==> src/rtl/vga_timing_pkg.sv <==
// 800x600@72 timing defaults and derived constants, shared by the sync generator and pixel generator.
// Also holds the counter type and the delayed-flag bundle that travels down the sync pipe.
package vga_timing_pkg;

  localparam int CNT_W = 11;
  typedef logic [CNT_W-1:0] cnt_t;

  localparam int H_VISIBLE_DEF = 800;
  localparam int H_FRONT_DEF   = 56;
  localparam int H_SYNC_DEF    = 120;
  localparam int H_BACK_DEF    = 64;
  localparam int V_VISIBLE_DEF = 600;
  localparam int V_FRONT_DEF   = 37;
  localparam int V_SYNC_DEF    = 6;
  localparam int V_BACK_DEF    = 23;

  localparam int H_TOTAL_DEF      = H_VISIBLE_DEF + H_FRONT_DEF + H_SYNC_DEF + H_BACK_DEF;
  localparam int V_TOTAL_DEF      = V_VISIBLE_DEF + V_FRONT_DEF + V_SYNC_DEF + V_BACK_DEF;
  localparam int H_SYNC_START_DEF = H_VISIBLE_DEF + H_FRONT_DEF;
  localparam int H_SYNC_END_DEF   = H_SYNC_START_DEF + H_SYNC_DEF - 1;
  localparam int V_SYNC_START_DEF = V_VISIBLE_DEF + V_FRONT_DEF;
  localparam int V_SYNC_END_DEF   = V_SYNC_START_DEF + V_SYNC_DEF - 1;

  typedef struct packed {
    logic de;
    logic hs;
    logic vs;
  } sync_t;

  function automatic logic in_range(input cnt_t c, input int lo, input int hi);
    return (int'(c) >= lo) && (int'(c) <= hi);
  endfunction

endpackage

==> src/rtl/vga_delay_line.sv <==
// Fixed-depth register delay for a WIDTH-bit bundle; latency DEPTH cycles.
// Free-running, no backpressure; all stages clear on reset.
module vga_delay_line #(
  parameter int WIDTH = 1,
  parameter int DEPTH = 2
) (
  input  logic             pixel_clk,
  input  logic             rst,
  input  logic [WIDTH-1:0] din,
  output logic [WIDTH-1:0] dout
);

  logic [WIDTH-1:0] stage [DEPTH];

  always_ff @(posedge pixel_clk or negedge rst) begin
    if (!rst) begin
      for (int i = 0; i < DEPTH; i++) stage[i] <= '0;
    end else begin
      stage[0] <= din;
      for (int i = 1; i < DEPTH; i++) stage[i] <= stage[i-1];
    end
  end

  assign dout = stage[DEPTH-1];

endmodule

==> src/rtl/vga_sync_gen.sv <==
// VGA raster counters plus sync/DE/RGB outputs; outputs lag hcnt/vcnt by 2 cycles.
// Free-running, no backpressure; pixel data is expected one cycle after its hcnt/vcnt.
module vga_sync_gen
  import vga_timing_pkg::*;
#(
  parameter int   H_VISIBLE = H_VISIBLE_DEF,
  parameter int   H_FRONT   = H_FRONT_DEF,
  parameter int   H_SYNC    = H_SYNC_DEF,
  parameter int   H_BACK    = H_BACK_DEF,
  parameter int   V_VISIBLE = V_VISIBLE_DEF,
  parameter int   V_FRONT   = V_FRONT_DEF,
  parameter int   V_SYNC    = V_SYNC_DEF,
  parameter int   V_BACK    = V_BACK_DEF,
  parameter logic SYNC_POL  = 1'b1
) (
  input  logic        pixel_clk,
  input  logic        rst,
  output logic [10:0] hcnt,
  output logic [10:0] vcnt,
  input  logic [2:0]  pixel_r_in,
  input  logic [2:0]  pixel_g_in,
  input  logic [2:0]  pixel_b_in,
  output logic        vga_hsync,
  output logic        vga_vsync,
  output logic [2:0]  vga_r,
  output logic [2:0]  vga_g,
  output logic [2:0]  vga_b,
  output logic        video_de,
  output logic        frame_start,
  output logic [7:0]  frame_cnt
);

  localparam int H_TOTAL = H_VISIBLE + H_FRONT + H_SYNC + H_BACK;
  localparam int V_TOTAL = V_VISIBLE + V_FRONT + V_SYNC + V_BACK;
  localparam int H_SS    = H_VISIBLE + H_FRONT;
  localparam int V_SS    = V_VISIBLE + V_FRONT;

  logic  h_last, v_last;
  sync_t raw, d1, d2;

  assign h_last = (hcnt == cnt_t'(H_TOTAL - 1));
  assign v_last = (vcnt == cnt_t'(V_TOTAL - 1));

  always_ff @(posedge pixel_clk or negedge rst) begin
    if (!rst) begin
      hcnt      <= '0;
      vcnt      <= '0;
      frame_cnt <= '0;
    end else if (h_last) begin
      hcnt <= '0;
      if (v_last) begin
        vcnt      <= '0;
        frame_cnt <= frame_cnt + 8'd1;
      end else begin
        vcnt <= vcnt + 11'd1;
      end
    end else begin
      hcnt <= hcnt + 11'd1;
    end
  end

  // Derived from the counter registers, so it is high throughout reset as well.
  assign frame_start = (hcnt == '0) && (vcnt == '0);

  always_comb begin
    raw.de = (hcnt < cnt_t'(H_VISIBLE)) && (vcnt < cnt_t'(V_VISIBLE));
    raw.hs = in_range(hcnt, H_SS, H_SS + H_SYNC - 1);
    raw.vs = in_range(vcnt, V_SS, V_SS + V_SYNC - 1);
  end

  // Split into two single-stage lines so the middle DE tap can gate the RGB register.
  vga_delay_line #(.WIDTH(3), .DEPTH(1)) u_pipe_s1 (
    .pixel_clk (pixel_clk),
    .rst       (rst),
    .din       (raw),
    .dout      (d1)
  );

  vga_delay_line #(.WIDTH(3), .DEPTH(1)) u_pipe_s2 (
    .pixel_clk (pixel_clk),
    .rst       (rst),
    .din       (d1),
    .dout      (d2)
  );

  always_ff @(posedge pixel_clk or negedge rst) begin
    if (!rst) begin
      vga_r <= '0;
      vga_g <= '0;
      vga_b <= '0;
    end else begin
      vga_r <= d1.de ? pixel_r_in : 3'd0;
      vga_g <= d1.de ? pixel_g_in : 3'd0;
      vga_b <= d1.de ? pixel_b_in : 3'd0;
    end
  end

  assign video_de  = d2.de;
  assign vga_hsync = d2.hs ? SYNC_POL : ~SYNC_POL;
  assign vga_vsync = d2.vs ? SYNC_POL : ~SYNC_POL;

endmodule

==> config.mk <==
export PLATFORM = sky130hd
export DESIGN_NAME = vga_sync_gen
export DESIGN_NICKNAME = d
export VERILOG_FILES = /design/src/rtl/vga_timing_pkg.sv /design/src/rtl/vga_delay_line.sv /design/src/rtl/vga_sync_gen.sv
export SDC_FILE = /design/constraint.sdc
export NUM_CORES = 1
export LEC_CHECK = 0
export ABC_AREA = 1
export CAP_MARGIN = 5
export CORE_ASPECT_RATIO = 1.1
export CORE_MARGIN = 4
export CORE_UTILIZATION = 54
export DETAILED_ROUTE_END_ITERATION = 8
export PLACE_DENSITY = 0.95
export SETUP_SLACK_MARGIN = 0.15
export SLEW_MARGIN = 20
export SYNTH_ARGS = -nofsm -noshare
export SYNTH_HDL_FRONTEND = slang
export SYNTH_SLANG_ARGS = --single-unit
==> constraint.sdc <==
create_clock -name pixel_clk -period 2.98 [get_ports pixel_clk]
set_input_delay 0.596 -clock pixel_clk [delete_from_list [all_inputs] [get_ports pixel_clk]]
set_output_delay 0.596 -clock pixel_clk [all_outputs]
set_load 0.01 [all_outputs]
Word level (Yosys, flattened, before mapping)
Index checks and enable logic that the tools add are counted.

cells by class
  muxes and demuxes = 7
  $add $sub $neg = 3
  magnitude comparators = 6
  reductions and logical operators = 7
  equal/unequal tests = 2

operators by type and width
  kind                                                                                   count
  11-bit by 1-bit adder with 11-bit output, second input constant                        2
  11-bit by 10-bit greater-or-equal comparator with 1-bit output, second input constant  2
  11-bit by 10-bit <= comparator with 1-bit output, second input constant                2
  11-bit zero test                                                                       2
  11-bit by 10-bit less-than comparator with 1-bit output, second input constant         2
  11-bit 2-to-1 mux                                                                      2
  11-bit by 10-bit == test with 1-bit output, second input constant                      1
  11-bit == test, second input constant                                                  1
  3-bit 2-to-1 mux                                                                       3
  8-bit by 1-bit adder with 8-bit output, second input constant                          1
  1-bit logical AND                                                                      4
  1-bit 2-to-1 mux                                                                       2
  2-bit AND reduction                                                                    1

storage, ports and cells
  input port bits = 11
  output and inout bits = 43
  bits in registers = 45

Depth between registers and ports, before layout
Gate-level depths: netlist (run 1).

  depth in word-level cells = 2
  gate-level depth with buffers = 9

By module
From an unflattened synthesis (run 1), not the netlist that was laid out.

unflattened totals
  cells, all modules = 305
  area, all modules = 2366.0 um^2

modules (own cells, without submodules)
  module          sequential area each (um^2)  cells each  times used  area each (um^2)
  vga_sync_gen    975.9                        299         1           2215.9
  vga_delay_line  75.1                         3           2           75.1

Worst setup path after synthesis (run 1)
OpenSTA, ideal clock, no wires.

  path type = register -> output
  start point = register vcnt[0]
  end point = output port frame_start
  arrival = 1.134 ns
  path buffers = 0
  slack = 1.250 ns
  cell stages (with the launch flop) = 7
  cell sequence = dfrtp_1 > inv_1 > ha_1 > nand2_1 > nor3_1 > nand3_1 > nor2_1

between the ends
  cells in the longest elaborated chain, start to end = 2

RTL lines
  item                    RTL line            source
  start, declared         vga_sync_gen.sv:19  output logic [10:0] vcnt,
  start signal, assigned  vga_sync_gen.sv:55  vcnt <= vcnt + 11'd1;
  11-bit zero test        vga_sync_gen.sv:63  assign frame_start = (hcnt == '0) && (vcnt == '0);
  1-bit logical AND       vga_sync_gen.sv:63
  end, declared           vga_sync_gen.sv:29  output logic frame_start,

Every way passes these cells.

Worst setup path after layout (run 1)
Same ends and word-level chain as after synthesis.

==> impl_metrics.json, run 1 <==
{
  "final_common_cell": "nand2_1",
  "drc_errors": 0,
  "final_max_slew_viol_count": 0,
  "fill_cells": 351,
  "cts_resized": 0,
  "cts_tree": "done",
  "gp_congestion": 0.887,
  "synth_cells": 303,
  "rows": 25,
  "die_w_um": 71.5,
  "fin_setup_tns_ns": 0,
  "synth_edf_count": 0,
  "fin_crit_sh": 0.886,
  "crit_buf_inv": 2,
  "fin_nets": 374,
  "htree_num_levels": 2,
  "synth_seq_cells": 45,
  "crit_fanout": 8,
  "detailed_place_hpwl_um": 4020,
  "rsz0062_at_grt": "false",
  "avgSynthCellArea_sq_um": 7.90,
  "criticalPathCategory": "flop to output port",
  "synthesis.nets": 320,
  "start_kind": "flop",
  "placed_cell_area_sq_um": 2940,
  "hold_buffers": 0,
  "worstMarginPinSlew_ns": 0.563,
  "ant_nets": 0,
  "synth.distinct_cells": 29,
  "power.total_uw": 1140,
  "finalHoldViolations": 0,
  "crit_chain": "inv_1, ha_1, nand2_1, nor3_1, nand3_1, nor2_1, clkdlybuf4s50_1",
  "grt_pass1_wl_um": 9200,
  "worstPathRequired_ns": 2.38,
  "skew_ns": 0.00819,
  "dieArea_sq_um": 5560,
  "crit_path_max_incr_delay_ns": 0.56,
  "multi_input_area_sq_um": 1020,
  "wl_per_cell_um": 12.9,
  "drv_cap": 0,
  "final_area_sq_um": 3060,
  "drive_gt1_frac": 0.0782,
  "clkTransAtPathRegs_ns": 0.09,
  "synthFlopType": "dfrtp_1",
  "r2r_start": "hcnt[0]$_DFF_PN0_",
  "cpLargestDelayFamily": "buffers and inverters",
  "clk_latency_ns": 0.29,
  "wl_um": 5330,
  "slew_headroom": 0.624,
  "via_per_inst": 5.10,
  "antenna_found_initial": 0,
  "async_flop_share": 1.00,
  "antennaDiodeCount": 0,
  "cellPowerDensity_nw_per_um2": 372,
  "yosysWarningCount": 0,
  "cp_slowest_cell": "clkdlybuf4s50_1",
  "grt_pass1_vias": 1997,
  "post_cts_buffers": 0,
  "drtIter0Drc": 110,
  "finalSetupViolCount": 0,
  "status": "finished clean",
  "r2r_cells": 8,
  "numCtsBuffers": 5,
  "seq_area_sq_um": 1130,
  "r2r_setup_slack_ns": 1.07,
  "vias": 2103,
  "grt_max_degree": 46,
  "syn_to_final_growth_pct": 27.7,
  "io_pins": 54,
  "drt_pre_antenna_iters": 4,
  "grt-ovfl-total": 0,
  "grt_util_all_layers": 0.205,
  "syn_area_sq_um": 2390,
  "cts_max_path_buffers": 2,
  "power_leakage_uw": 0.00155,
  "die_y_um": 77.8,
  "period_needed_ns": 2.64,
  "ir_drop_mv": 0.283,
  "seq_area_frac_synth": 0.470,
  "cp_data_arrival_time_ns": 2.04,
  "core_area_sq_um": 4290,
  "cp-end-kind": "output port",
  "numPortBuffers": 53,
  "final_cell_mix": "nand2_1, clkdlybuf4s50_1, inv_1",
  "cts.sinks": 45,
  "r2r_end": "frame_cnt[1]$_DFFE_PN0P_",
  "timing.fmax_mhz": 379,
  "hp-class": "input pin to async pin",
  "initial_core_util": 0.559,
  "root_buffer": "clkbuf_8"
}
==> cell families after synthesis <==
kind of cell | share of synthesized area
flip-flops | 0.470
adder cells (fa/ha/maj) | 0.0314
XOR/XNOR | 0.0329
buffers and inverters | 0.102
AO/OA/AOI/OAI | 0.0497
AND/OR/NAND/NOR | 0.314
==> synthesized netlist by cell type (2+ instances only) <==
| cell type | count | area (sq um) |
|---|---|---|
| o21ai_2 | 2 | 17.5 |
| o21ai_0 | 8 | 40.0 |
| ha_1 | 6 | 75.1 |
| a21oi_1 | 5 | 25.0 |
| o21ai_1 | 3 | 15.0 |
| buf_6 | 3 | 33.8 |
| nor3_1 | 6 | 30.0 |
| nand2_2 | 2 | 12.5 |
| inv_1 | 46 | 173 |
| xor2_1 | 9 | 78.8 |
| nor2_2 | 3 | 18.8 |
| nand2_1 | 85 | 319 |
| nand3_4 | 2 | 35.0 |
| dfrtp_1 | 45 | 1130 |
| nand3_1 | 29 | 145 |
| nor2_4 | 3 | 33.8 |
| nand4_1 | 4 | 25.0 |
| or2_2 | 2 | 12.5 |
| inv_2 | 4 | 15.0 |
| nor2_1 | 27 | 101 |
==> power breakdown <==
part	internal (uW)	leakage, uW	switching (uW)	total, uW
clock network	273	0.0000585	201	474
logic	23.6	0.000908	21.8	45.4
registers	616	0.000583	1.33	617
==> flip-flops by register name (all words and copies together) (netlist names) <==
name            cells
vga_r               3
vcnt               11
u_pipe_s1.dout      3
hcnt               11
frame_cnt           8
vga_g               3
u_pipe_s2.dout      3
vga_b               3
==> through the flow <==
stage                      util  cells  worst slack (ns)  hold slack (ns)
after floorplan               -    303              1.25            0.300
after global placement    0.685    404             0.767            0.333
after detailed placement  0.685    404             0.728            0.336
after CTS                 0.712    412             0.351            0.355
after global routing      0.713    412             0.190            0.320
final                     0.713    412             0.341            0.290
==> cell type report <==
type                       instances  share of cell area
inverter                          51              0.0635
sequential                        45               0.369
clock buffer                       7              0.0283
tap                               54              0.0221
clock inverter                     1             0.00983
multi-input combinational        201               0.335
timing repair buffer              53               0.173
==> metal layers <==
| layer | vias to the layer above | global-route usage | part of all wire |
|---|---|---|---|
| li1 | 1050 | - | - |
| met1 | 970 | 0.256 | 0.43 |
| met2 | 78 | 0.359 | 0.51 |
| met3 | 5 | 0.0453 | 0.060 |
| met4 | 0 | 0.0470 | 0.0064 |
| met5 | - | 0 | 0 |
==> worst max-delay path by stage <==
| stage | startpoint | to | slack (ns) | cells past startpoint |
|---|---|---|---|---|
| 4_1_cts | vcnt[0]$_DFFE_PN0N_ | frame_start | 0.35 | 7 |
| 5_1_grt | vcnt[0]$_DFFE_PN0N_ | frame_start | 0.19 | 7 |
| 3_3_place_gp | vcnt[0]$_DFFE_PN0N_ | frame_start | 0.77 | 7 |
| 3_5_place_dp | vcnt[0]$_DFFE_PN0N_ | frame_start | 0.73 | 7 |
| 2_1_floorplan | vcnt[0]$_DFFE_PN0N_ | frame_start | 1.25 | 6 |
| 6_report | vcnt[0]$_DFFE_PN0N_ | frame_start | 0.34 | 7 |
==> worst register-to-register path: stages (launching register included) <==
cell and delay (ns):
dfrtp_1 0.42, ha_1 0.24, nand2_1 0.10, nor2_2 0.18, nand3_4 0.22, nor2_4 0.32
inv_1 0.16, nand2_1 0.09, nand2_1 0.05
(Power assumes the default switching activity.)
==> run 2: changes to the inputs <==
SKIP_LAST_GASP = 1   (was default)
==> results of run 2 <==
No change in the layout: final DEF, timing and power equal those of run 1.
==> run 3: changes to the inputs <==
HOLD_SLACK_MARGIN = 0.06   (was default)
==> results of run 3 <==
No change in the layout: final DEF, timing and power equal those of run 1.
